$ cat config.mk
export PLATFORM = sky130hd
export DESIGN_NAME = vga_window_fetch
export DESIGN_NICKNAME = d
export VERILOG_FILES = /design/src/rtl/vga_pkg.sv /design/src/rtl/vga_bank_swap_ctrl.sv /design/src/rtl/vga_window_fetch.sv
export SDC_FILE = /design/constraint.sdc
export NUM_CORES = 1
export LEC_CHECK = 0
export BUFFER_PORTS_ARGS = -buffer_cell sky130_fd_sc_hd__buf_4
export CAP_MARGIN = 25
export CORE_MARGIN = 3
export CORE_UTILIZATION = 30
export DETAILED_ROUTE_END_ITERATION = 6
export PLACE_DENSITY = 0.6
export SLEW_MARGIN = 20
export SYNTH_ARGS = -nofsm -noshare
export SYNTH_HDL_FRONTEND = slang
export SYNTH_SLANG_ARGS = --single-unit
$ cat constraint.sdc
create_clock -name i_clock -period 2.7 [get_ports i_clock]
set_input_delay 0.54 -clock i_clock [delete_from_list [all_inputs] [get_ports i_clock]]
set_output_delay 0.54 -clock i_clock [all_outputs]
set_load 0.005 [all_outputs]
$ cat src/rtl/vga_pkg.sv
// Shared constants, types and helpers for the VGA window fetch stage.
package vga_pkg;
    localparam int WIN_X0    = 192;
    localparam int WIN_Y0    = 135;
    localparam int WIN_W     = 256;
    localparam int WIN_H     = 240;
    localparam int V_SWAP    = 480;
    localparam int ADDR_W    = 17;
    localparam int PIX_W     = 3;
    localparam int WIN_SHIFT = $clog2(WIN_W);
    localparam int BANK_SIZE = WIN_W * WIN_H;

    typedef logic [PIX_W-1:0] pixel_t;

    typedef enum logic [1:0] {
        IDLE = 2'd0,
        PEND = 2'd1,
        ACK  = 2'd2
    } swap_state_t;

    // Base RAM address of a frame-buffer bank (bank 1 starts after bank 0).
    function automatic logic [ADDR_W-1:0] bank_base(input logic bank);
        return bank ? ADDR_W'(BANK_SIZE) : '0;
    endfunction
endpackage

$ cat src/rtl/vga_bank_swap_ctrl.sv
// Front/back bank swap FSM. A pending swap commits only at the scan
// position (0, V_SWAP) on a pixel-enable clock, so the displayed bank never
// changes mid-frame. Drawer writes are only accepted while the FSM is IDLE.
//
// Handshakes: wr_req and swap_req are levels held by the drawer until the
// matching one-clock ack pulse; a request counts as taken on the clock its
// ack is high, and the drawer may drop or change it on the following clock.
module vga_bank_swap_ctrl
    import vga_pkg::*;
(
    input  logic       i_clock,
    input  logic       i_reset_n,
    input  logic       i_pix_en,
    input  logic [9:0] i_counter_x,
    input  logic [9:0] i_counter_y,
    input  logic       i_swap_req,
    input  logic       i_wr_req,
    input  logic       i_wr_ack,
    output logic       o_swap_ack,
    output logic       o_front_bank,
    output logic       o_wr_accept,
    output logic [1:0] o_state
);

    swap_state_t r_state;
    logic        r_swap_ack;
    logic        r_front_bank;
    logic        w_commit;

    assign w_commit = i_pix_en && (i_counter_y == 10'(V_SWAP)) && (i_counter_x == 10'd0);

    // Swap state machine with registered ack pulse and front-bank register.
    always_ff @(posedge i_clock) begin
        if (!i_reset_n) begin
            r_state      <= IDLE;
            r_swap_ack   <= 1'b0;
            r_front_bank <= 1'b0;
        end else begin
            r_swap_ack <= 1'b0;
            case (r_state)
                IDLE: begin
                    if (i_swap_req) r_state <= PEND;
                end
                PEND: begin
                    if (w_commit) begin
                        r_front_bank <= ~r_front_bank;
                        r_swap_ack   <= 1'b1;
                        r_state      <= ACK;
                    end
                end
                ACK: begin
                    if (!i_swap_req) r_state <= IDLE;
                end
                default: r_state <= IDLE;
            endcase
        end
    end

    // A write is taken only in IDLE and never on the clock its ack is out,
    // which limits writes to one every two clocks.
    assign o_wr_accept  = i_wr_req && !i_wr_ack && (r_state == IDLE);
    assign o_swap_ack   = r_swap_ack;
    assign o_front_bank = r_front_bank;
    assign o_state      = r_state;

endmodule

$ cat src/rtl/vga_window_fetch.sv
// Maps the scan position inside the 256x240 window to a frame-buffer read
// address, returns the fetched pixel to the VGA pins with sync aligned (two
// pixel-enable latency), and owns the drawer write port into the back bank.
module vga_window_fetch
    import vga_pkg::*;
(
    input  logic              i_clock,
    input  logic              i_reset_n,
    input  logic              i_pix_en,
    input  logic [9:0]        i_counter_x,
    input  logic [9:0]        i_counter_y,
    input  logic              i_in_display,
    input  logic              i_hsync_in,
    input  logic              i_vsync_in,
    output logic [ADDR_W-1:0] o_rd_addr,
    input  logic [PIX_W-1:0]  i_rd_data,
    input  logic              i_wr_req,
    input  logic [7:0]        i_wr_x,
    input  logic [7:0]        i_wr_y,
    input  logic [PIX_W-1:0]  i_wr_rgb,
    output logic              o_wr_ack,
    output logic              o_wr_en,
    output logic [ADDR_W-1:0] o_wr_addr,
    output logic [PIX_W-1:0]  o_wr_data,
    input  logic              i_swap_req,
    output logic              o_swap_ack,
    output logic              o_front_bank,
    output logic              o_vga_r,
    output logic              o_vga_g,
    output logic              o_vga_b,
    output logic              o_vga_hsync,
    output logic              o_vga_vsync
);

    logic              w_front_bank;
    logic              w_wr_accept;
    logic [1:0]        w_swap_state;
    logic              w_in_win;
    logic [9:0]        w_dx;
    logic [9:0]        w_dy;
    logic [ADDR_W-1:0] w_rd_addr_next;
    logic              w_wr_in_range;
    logic [ADDR_W-1:0] w_wr_addr_next;

    logic [ADDR_W-1:0] r_rd_addr;
    logic              r_s1_win;
    logic              r_s1_hsync;
    logic              r_s1_vsync;
    logic              r_vga_r;
    logic              r_vga_g;
    logic              r_vga_b;
    logic              r_vga_hsync;
    logic              r_vga_vsync;
    logic              r_wr_ack;
    logic              r_wr_en;
    logic [ADDR_W-1:0] r_wr_addr;
    pixel_t            r_wr_data;

    vga_bank_swap_ctrl u_swap (
        .i_clock      (i_clock),
        .i_reset_n    (i_reset_n),
        .i_pix_en     (i_pix_en),
        .i_counter_x  (i_counter_x),
        .i_counter_y  (i_counter_y),
        .i_swap_req   (i_swap_req),
        .i_wr_req     (i_wr_req),
        .i_wr_ack     (r_wr_ack),
        .o_swap_ack   (o_swap_ack),
        .o_front_bank (w_front_bank),
        .o_wr_accept  (w_wr_accept),
        .o_state      (w_swap_state)
    );

    // Window hit test and read address; the row stride is a shift by WIN_SHIFT.
    assign w_in_win = i_in_display
                   && (i_counter_x >= 10'(WIN_X0)) && (i_counter_x < 10'(WIN_X0 + WIN_W))
                   && (i_counter_y >= 10'(WIN_Y0)) && (i_counter_y < 10'(WIN_Y0 + WIN_H));
    assign w_dx = i_counter_x - 10'(WIN_X0);
    assign w_dy = i_counter_y - 10'(WIN_Y0);
    assign w_rd_addr_next = bank_base(w_front_bank)
                          + (ADDR_W'(w_dy) << WIN_SHIFT)
                          + ADDR_W'(w_dx);

    // Drawer writes always target the bank not being displayed.
    assign w_wr_in_range  = (i_wr_y < 8'(WIN_H));
    assign w_wr_addr_next = bank_base(~w_front_bank)
                          + (ADDR_W'(i_wr_y) << WIN_SHIFT)
                          + ADDR_W'(i_wr_x);

    // Stage 1: issue the RAM read and carry window flag and raw syncs.
    always_ff @(posedge i_clock) begin
        if (!i_reset_n) begin
            r_rd_addr  <= '0;
            r_s1_win   <= 1'b0;
            r_s1_hsync <= 1'b1;
            r_s1_vsync <= 1'b1;
        end else if (i_pix_en) begin
            if (w_in_win) r_rd_addr <= w_rd_addr_next;
            r_s1_win   <= w_in_win;
            r_s1_hsync <= i_hsync_in;
            r_s1_vsync <= i_vsync_in;
        end
    end

    // Stage 2: the RAM data is ready by the next pixel enable; blank outside the window.
    always_ff @(posedge i_clock) begin
        if (!i_reset_n) begin
            r_vga_r     <= 1'b0;
            r_vga_g     <= 1'b0;
            r_vga_b     <= 1'b0;
            r_vga_hsync <= 1'b1;
            r_vga_vsync <= 1'b1;
        end else if (i_pix_en) begin
            r_vga_r     <= r_s1_win & i_rd_data[0];
            r_vga_g     <= r_s1_win & i_rd_data[1];
            r_vga_b     <= r_s1_win & i_rd_data[2];
            r_vga_hsync <= r_s1_hsync;
            r_vga_vsync <= r_s1_vsync;
        end
    end

    // Write port: ack every accepted request, strobe the RAM only for rows in range.
    always_ff @(posedge i_clock) begin
        if (!i_reset_n) begin
            r_wr_ack  <= 1'b0;
            r_wr_en   <= 1'b0;
            r_wr_addr <= '0;
            r_wr_data <= '0;
        end else begin
            r_wr_ack <= w_wr_accept;
            r_wr_en  <= w_wr_accept && w_wr_in_range;
            if (w_wr_accept) begin
                r_wr_data <= i_wr_rgb;
                if (w_wr_in_range) r_wr_addr <= w_wr_addr_next;
            end
        end
    end

    assign o_rd_addr    = r_rd_addr;
    assign o_front_bank = w_front_bank;
    assign o_vga_r      = r_vga_r;
    assign o_vga_g      = r_vga_g;
    assign o_vga_b      = r_vga_b;
    assign o_vga_hsync  = r_vga_hsync;
    assign o_vga_vsync  = r_vga_vsync;
    assign o_wr_ack     = r_wr_ack;
    assign o_wr_en      = r_wr_en;
    assign o_wr_addr    = r_wr_addr;
    assign o_wr_data    = r_wr_data;

endmodule

==> results of run 1 <==
cells by family (layout without fill, tap and decap cells):
kind of cell	count (synthesis)	after routing	synth area share
flops	51	51	0.414
compound gates	53	53	0.147
mux	15	15	0.0609
xor+xnor	16	16	0.0568
simple gates	101	101	0.191
buf+inv	24	123	0.0441
fa+ha+maj	16	16	0.0872
synth_stat cells, drive strengths merged, types with 3 or more instances:
cell type / instances
nor4: 4
clkbuf: 7
buf: 4
xor2: 6
nand3: 6
a21oi: 29
ha: 14
nor2: 23
a211oi: 6
inv: 13
dfxtp: 51
xnor2: 10
o21ai: 4
a21o: 3
nand2: 50
mux2i: 15
where the power goes:
group	internal [uW]	switching, uW
registers	779	14.2
logic	148	140
clock network	210	262
total	1140	416
worst max-delay path: stages:
cell,delay (ns)
buf_4,0.13
ha_1,0.20
xnor2_1,0.19
ha_1,0.21
inv_1,0.06
fa_1,0.42
o31a_1,0.35
o21bai_1,0.20
nand4b_1,0.12
o221ai_1,0.08
per-stage QoR:
step           cells  hold slack [ns]  setup WS (ns)  utilization
2_1_floorplan    276            0.441          0.296            -
3_3_place_gp     469            0.443          0.191        0.421
3_5_place_dp     469            0.445          0.115        0.421
4_1_cts          477            0.427          0.427        0.433
5_1_grt          477            0.419          0.228        0.433
6_report         477            0.435          0.434        0.433
state kept, by name (all words and copies together), names as in the netlist:
name / cells
o_vga_hsync: 1
u_swap.o_state: 2
o_vga_r: 1
r_s1_win: 1
u_swap.o_front_bank: 1
u_swap.o_swap_ack: 1
o_wr_ack: 1
o_vga_g: 1
r_s1_vsync: 1
o_wr_data: 3
r_s1_hsync: 1
o_wr_en: 1
o_wr_addr: 17
o_vga_vsync: 1
o_vga_b: 1
o_rd_addr: 17
area by class of cell:
type | instances | area, sq um
clock inverters | 2 | 16.3
inverters | 13 | 48.8
multi-input cells | 201 | 1340
well taps | 102 | 128
fillers | 820 | 4450
repair buffers | 102 | 766
flip-flops and latches | 51 | 1020
clock buffers | 6 | 82.6
worst paths after layout:
check,from,end,cells after the start,slack (ns)
setup / recovery,i_counter_x[6],o_rd_addr[14],10,0.43
hold / removal,i_counter_x[6],o_rd_addr[6],2,0.44
setup reg to reg,u_swap.o_front_bank,o_wr_addr[16],6,0.74
hold reg to reg,o_wr_addr[15],o_wr_addr[15],2,0.46
metal layers:
layer / GRT usage / vias up
met5: 0 / -
met4: 0.0410 / 0
met3: 0.0332 / 6
met2: 0.235 / 46
met1: 0.171 / 1008
li1: - / 1142
cells in the final DEF (no fill, tap or decap), types with 2 or more instances in the layout:
cell	instances
nand4_1	2
fa_1	2
dfxtp_1	51
nor3_1	2
mux2i_1	15
nand3_1	6
clkbuf_8	6
nand2_1	49
nor4_1	4
nor2b_1	2
a21o_1	3
inv_1	12
xor2_1	6
nand4b_1	2
o221ai_1	2
o22ai_1	2
and2_1	2
a211oi_2	5
o21ai_0	4
a31oi_1	2
nor2_1	23
xnor2_1	10
ha_1	14
a21oi_1	29
buf_4	102
==> metrics.cfg, run 1 <==
[status]
status=finished, final reports clean

[clocking]
numCtsBuffers=5
cts.clk_slew.worst_paths_ns=0.10
post_cts_buffers=0
clockBufferDepth=2
cts_root_buf=clkbuf_8
insertion_delay_ns=0.31
cts_tree=done
clock_sinks=51
ctsHtreeMaxLevel=2
hold_buffers=0
cts_resized=0

[routing]
drt_iter0_drc=64
wl_met2_um=3170
vias_per_cell=4.62
ant_nets=0
vias=2202
drc=0
wl_um=6300
top_layer=met4
wl_met3_um=296
met1Wirelength_um=2740
wire_per_inst_um=13.2
first_pass_iters=4

[sta]
rsz0062_at_grt=no
slew_viol_final=0
hold_viol=0
fin_crit_ns=2.27
finalCritPeriodShare=0.839
relSlewSlack=0.588
fin_tns_setup_ns=0
fin_skew_ns=0.00731
fmax_mhz=441
setup_viol=0
worstMarginPinSlew_ns=0.619

[synth]
synth-seq-area-share=0.414
avgSynthCellArea_sq_um=8.94
synth_top_area_cell=dfxtp_1
synth_ff_type=dfxtp_1
ys_top_cells_by_area=dfxtp_1 41%, nand2_1 7.5%, ha_1 7.1%
syn_area_sq_um=2470
synth_enable_flop_cells=0
synth_seq_cells=51
synth-async-reset-ratio=0
synthDistinctLibCells=43
syn_inst=276
yosys.area.top_type_share=0.414
synthesis.nets=342
yosys_warnings=0

[final_layout]
diodes=0
fin_nets=440
fin_area_sq_um=3400
areaGrowthSynthToFinish_pct=37.8
drive_above_1_share=0.320

[placement]
place.gp.congestion=0.788
io_buffers=95
dpl_cell_area_sq_um=3300
dpl.hpwl_um=4970

[floorplanning]
core_sq_um=7850
die_x_um=96.7
pin_count=96
initial_utilization=0.314
fp.dieH_um=96.7
num_rows=32
die_area_sq_um=9350

[global_route]
gr-total-overflow=0
antenna_found_initial=0
grt_pass1_vias=2181
grt_pass1_wl_um=10700
grt_max_degree=20
grt_usage=0.137

[setup_path]
critPathArrivalTime_ns=2.49
worstPathMaxFanout=4
start_kind=primary input
critPathCaptureType=register
worstSetupPathType=primary input to register
cp.required_ns=2.93

[pwr]
leakagePower_uw=0.00147
ir_drop_uv=154
p_per_area_nw_per_um2=457
power_uw=1550

[worst_hold_path]
hold_class=primary input to register

[flow_run]
drv_cap=0

Note: power is estimated with default switching activity, not from simulation.
==> inputs of run 2 (changes only) <==
==> constraint.sdc (replaced) <==
create_clock -name i_clock -period 2.35 [get_ports i_clock]
set_input_delay 0.47 -clock i_clock [delete_from_list [all_inputs] [get_ports i_clock]]
set_output_delay 0.47 -clock i_clock [all_outputs]
set_load 0.005 [all_outputs]
==> metrics.cfg, run 2 (synthesis gave the netlist of run 1 again) <==
[worst_hold_path]
hold_class=primary input to register
whs_path_depth=3

[clocking]
numCtsBuffers=5
cts.clk_slew.worst_paths_ns=0.10
hold_buffers=0
cts_tree=done
clockBufferDepth=2
insertion_delay_ns=0.31
cts_root_buf=clkbuf_8
clock_sinks=51
ctsHtreeMaxLevel=2

[sta]
fmax_mhz=460
fin_skew_ns=0.00671
finalCritPeriodShare=0.924
fin_crit_ns=2.17
worstMarginPinSlew_ns=0.609
slew_viol_final=0
relSlewSlack=0.594
setup_viol=0
finalWorstSetupSlack_ns=0.178
hold_viol=0

[pwr]
internal_power_uw=1500
p_sw_frac=0.244
p_clk_frac=0.368
pwr-share-comb=0.172
leakagePower_uw=0.00152
ir_drop_uv=207
power_frac_seq=0.460
p_sw_uw=485
p_per_area_nw_per_um2=569

[setup_path]
cp-endpoint=o_rd_addr[14]
cp_num_buf_inv=2
crit_slowest_cell=fa_1
cp.required_ns=2.53
worstSetupPathType=primary input to register
r2r-start=u_swap.o_front_bank
start_kind=primary input
critical-path-top-delay-family=adder cells
cp_cell_sequence=buf_4 -> ha_1 -> xnor2_2 -> ha_2 -> inv_1 -> fa_1 -> o31a_1 -> o21bai_1 -> o221ai_1
cp_slowest_stage_delay_ns=0.41
crit_start=i_counter_x[6]
reg2reg_slack_ns=0.67
r2r-end=o_rd_addr[15]
worstPathMaxFanout=3
worstSetupPathDepth=9
rr_worst_depth=7
critPathCaptureType=register
critPathArrivalTime_ns=2.36

[floorplanning]
core_sq_um=7850
num_rows=32
fp.dieH_um=96.7
pin_count=96
die_area_sq_um=9350
die_x_um=96.7
initial_utilization=0.314

[global_route]
grt_pass1_wl_um=10400
grt_max_degree=20
gr-total-overflow=0
antenna_found_initial=0
grt_usage=0.135
grt_pass1_vias=2132

[final_layout]
seq_area_sq_um=1020
layout_commonest_cell=buf_4
final_cell_mix=108 x buf_4, 51 x dfxtp_1, 49 x nand2_1, 29 x a21oi_1, 23 x nor2_1
areaGrowthSynthToFinish_pct=41.4
multi_input_area_sq_um=1350
fin_nets=446
diodes=0
n_fill_cell=826
drive_above_1_share=0.333
fin_cells=483

[routing]
drc=0
wl_um=6430
ant_nets=0
first_pass_iters=4
vias=2219
wire_per_inst_um=13.3
vias_per_cell=4.59
drt_iter0_drc=90

[placement]
dpl_worst_slack_ns=-0.125
place.gp.congestion=0.811
io_buffers=95
dpl.hpwl_um=4980
placed_cells=475

[flow_run]
drv_cap=0

[status]
status=finished, final reports clean

run 2: cell types whose count changed in the layout (fill, tap and decap cells not counted):
cell	change
xnor2_1	-1
buf_4	+6
xnor2_2	+1
clkinv_4	-1
clkinvlp_4	-1
clkbuf_1	+1
clkbuf_8	-1
bufinv_16	+2
ha_1	-1
ha_2	+1
run 2: worst min-delay path, stage by stage:
cell     delay, ns
buf_4         0.08
mux2i_1       0.06
nand2_1       0.06
run 2: worst min path at each step:
stage | start | slack [ns] | end
after floorplan | r_s1_hsync | 0.44 | r_s1_hsync
after global placement | o_wr_addr[15] | 0.44 | o_wr_addr[15]
after detailed placement | o_wr_addr[15] | 0.45 | o_wr_addr[15]
after CTS | i_vsync_in | 0.37 | r_s1_vsync
after global routing | i_hsync_in | 0.38 | r_s1_hsync
final | i_vsync_in | 0.38 | r_s1_vsync
run 2: layer usage:
layer  routed length (um)  GRT usage  vias to the layer above
met5                    0          0                        -
met4                   43     0.0421                        0
met3                  325     0.0281                        6
met2                 3250      0.234                       49
met1                 2810      0.166                     1010
li1                     -          -                     1154
run 2: cell type report:
| cell class | count | area share |
|---|---|---|
| Clock inverter | 2 | 0.0172 |
| Multi-Input combinational cell | 201 | 0.386 |
| Clock buffer | 6 | 0.0208 |
| Timing Repair Buffer | 108 | 0.232 |
| Tap cell | 102 | 0.0366 |
| Inverter | 13 | 0.0140 |
| Sequential cell | 51 | 0.293 |
run 2: stage by stage:
stage | power (uW) | util | hold slack, ns | cell area, sq um | TNS, ns
floorplan | 1100 | - | 0.441 | 2470 | 0
global placement | 1270 | 0.426 | 0.443 | 3350 | -0.231
detailed placement | 1270 | 0.426 | 0.445 | 3350 | -0.300
CTS | 2010 | 0.443 | 0.367 | 3480 | 0
global route | 2080 | 0.445 | 0.375 | 3490 | -0.0607
finish | 1980 | 0.445 | 0.376 | 3490 | 0
run 2: what timing repair did:
item | 4_1_cts | 5_1_grt
gates resized for setup | 0 | 2
endpoints found under the setup margin | 0 | 1
buffers inserted | 0 | 0
run 2: power groups by stage:
stage | registers, uW | clock network (uW) | logic, uW
floorplan | 933 | 0 | 169
global placement | 931 | 0 | 338
detailed placement | 932 | 0 | 341
CTS | 913 | 755 | 342
global route | 917 | 784 | 377
finish | 912 | 731 | 341
==> inputs of run 3 (changes only) <==
==> constraint.sdc (replaced) <==
create_clock -name i_clock -period 2.39 [get_ports i_clock]
set_input_delay 0.478 -clock i_clock [delete_from_list [all_inputs] [get_ports i_clock]]
set_output_delay 0.478 -clock i_clock [all_outputs]
set_load 0.005 [all_outputs]
==> metrics.cfg, run 3 (synthesis gave the netlist of run 1 again) <==
[setup_path]
critPathCaptureType=register
worstPathMaxFanout=3
start_kind=primary input
critPathArrivalTime_ns=2.37
cp.required_ns=2.57
reg2reg_slack_ns=0.45
worstSetupPathType=primary input to register

[clocking]
hold_buffers=0
cts.clk_slew.worst_paths_ns=0.11
cts_root_buf=clkbuf_8
ctsHtreeMaxLevel=2
clock_sinks=51
numCtsBuffers=5
post_cts_buffers=0
insertion_delay_ns=0.31
clockBufferDepth=2
cts_tree=done
cts_resized=0

[routing]
wl_um=6330
vias=2239
vias_per_cell=4.65
drc=0
first_pass_iters=4
ant_nets=0
drt_iter0_drc=62
wire_per_inst_um=13.2

[pwr]
internal_power_uw=1370
pwr-share-comb=0.179
p_sw_frac=0.262
p_sw_uw=487
power_uw=1860
p_per_area_nw_per_um2=539
power_frac_seq=0.482
p_clk_frac=0.338
leakagePower_uw=0.00150
ir_drop_uv=241

[placement]
io_buffers=95
dpl_worst_slack_ns=-0.0979
place.gp.congestion=0.853
dpl.hpwl_um=5030
dpl_cell_area_sq_um=3330

[sta]
fin_skew_ns=0.0103
rsz0062_at_grt=no
finalCritPeriodShare=0.915
setup_viol=0
whs_ns=0.380
finalWorstSetupSlack_ns=0.202
slew_viol_final=0
relSlewSlack=0.643
fmax_mhz=457
fin_crit_ns=2.19
worstMarginPinSlew_ns=0.534
hold_viol=0

[floorplanning]
core_sq_um=7850
num_rows=32
fp.dieH_um=96.7
pin_count=96
initial_utilization=0.314
die_area_sq_um=9350
die_x_um=96.7

[global_route]
grt_max_degree=20
busiest_layer=met2
grt_util_met3=0.0317
antenna_found_initial=0
grt_pass1_wl_um=10600
gr-total-overflow=0
grt_usage=0.136
grt_pass1_vias=2176
use_met2=0.229
grt.met1_usage=0.169

[final_layout]
final_cell_mix=106 x buf_4, 51 x dfxtp_1, 49 x nand2_1, 29 x a21oi_1, 23 x nor2_1
utilization=0.439
drive_above_1_share=0.327
layout_commonest_cell=buf_4
diodes=0
areaGrowthSynthToFinish_pct=39.7
fin_area_sq_um=3450
fin_nets=444

[worst_hold_path]
hold_class=primary input to register

[flow_run]
drv_cap=0

[status]
status=finished, final reports clean

## run 3: changes by cell type in the layout (fill, tap and decap cells not counted)
cell,before,now
buf_4,108,106
bufinv_16,2,1
clkbuf_1,1,0
clkinv_4,0,1
ha_1,13,14
ha_2,1,0
inv_6,0,1
xnor2_1,9,10
xnor2_2,1,0
## run 3: power by group through the flow
| stage | Combinational [uW] | Clock [uW] | Sequential (uW) |
|---|---|---|---|
| floorplan | 166 | 0 | 917 |
| global placement | 332 | 0 | 915 |
| detailed placement | 337 | 0 | 916 |
| CTS | 338 | 653 | 897 |
| global route | 369 | 685 | 901 |
| finish | 334 | 629 | 896 |
## run 3: layout make-up
cell class	instances	area [sq um]
Clock inverter	3	47.5
Tap cell	102	128
Clock buffer	5	68.8
Sequential cell	51	1020
Fill cell	829	4400
Inverter	13	48.8
Multi-Input combinational cell	201	1340
Timing Repair Buffer	106	796
## run 3: path summary, 6_finish.rpt
| check | to | cells after the start | from |
|---|---|---|---|
| setup reg to reg | o_wr_addr[16] | 6 | u_swap.o_front_bank |
| hold / removal | r_s1_vsync | 3 | i_vsync_in |
| hold reg to reg | o_wr_addr[11] | 2 | o_wr_addr[11] |
| setup / recovery | o_rd_addr[14] | 9 | i_counter_x[6] |
## run 3: worst max-delay path, stage by stage
cell	delay, ns
buf_4	0.12
ha_1	0.20
xnor2_1	0.19
ha_1	0.20
inv_1	0.05
fa_1	0.42
o31a_1	0.35
o21bai_1	0.21
o221ai_1	0.15
## run 3: per-stage QoR
step | TNS [ns] | std cells
after global placement | -0.150 | 473
after CTS | 0 | 481
final | 0 | 481
after detailed placement | -0.252 | 473
after global routing | 0 | 481
after floorplan | 0 | 276
## run 3: routing by layer
layer  part of all wire  wire [um]
met3              0.038        238
met5                  0          0
met1               0.45       2860
met4              0.020        127
met2               0.49       3110
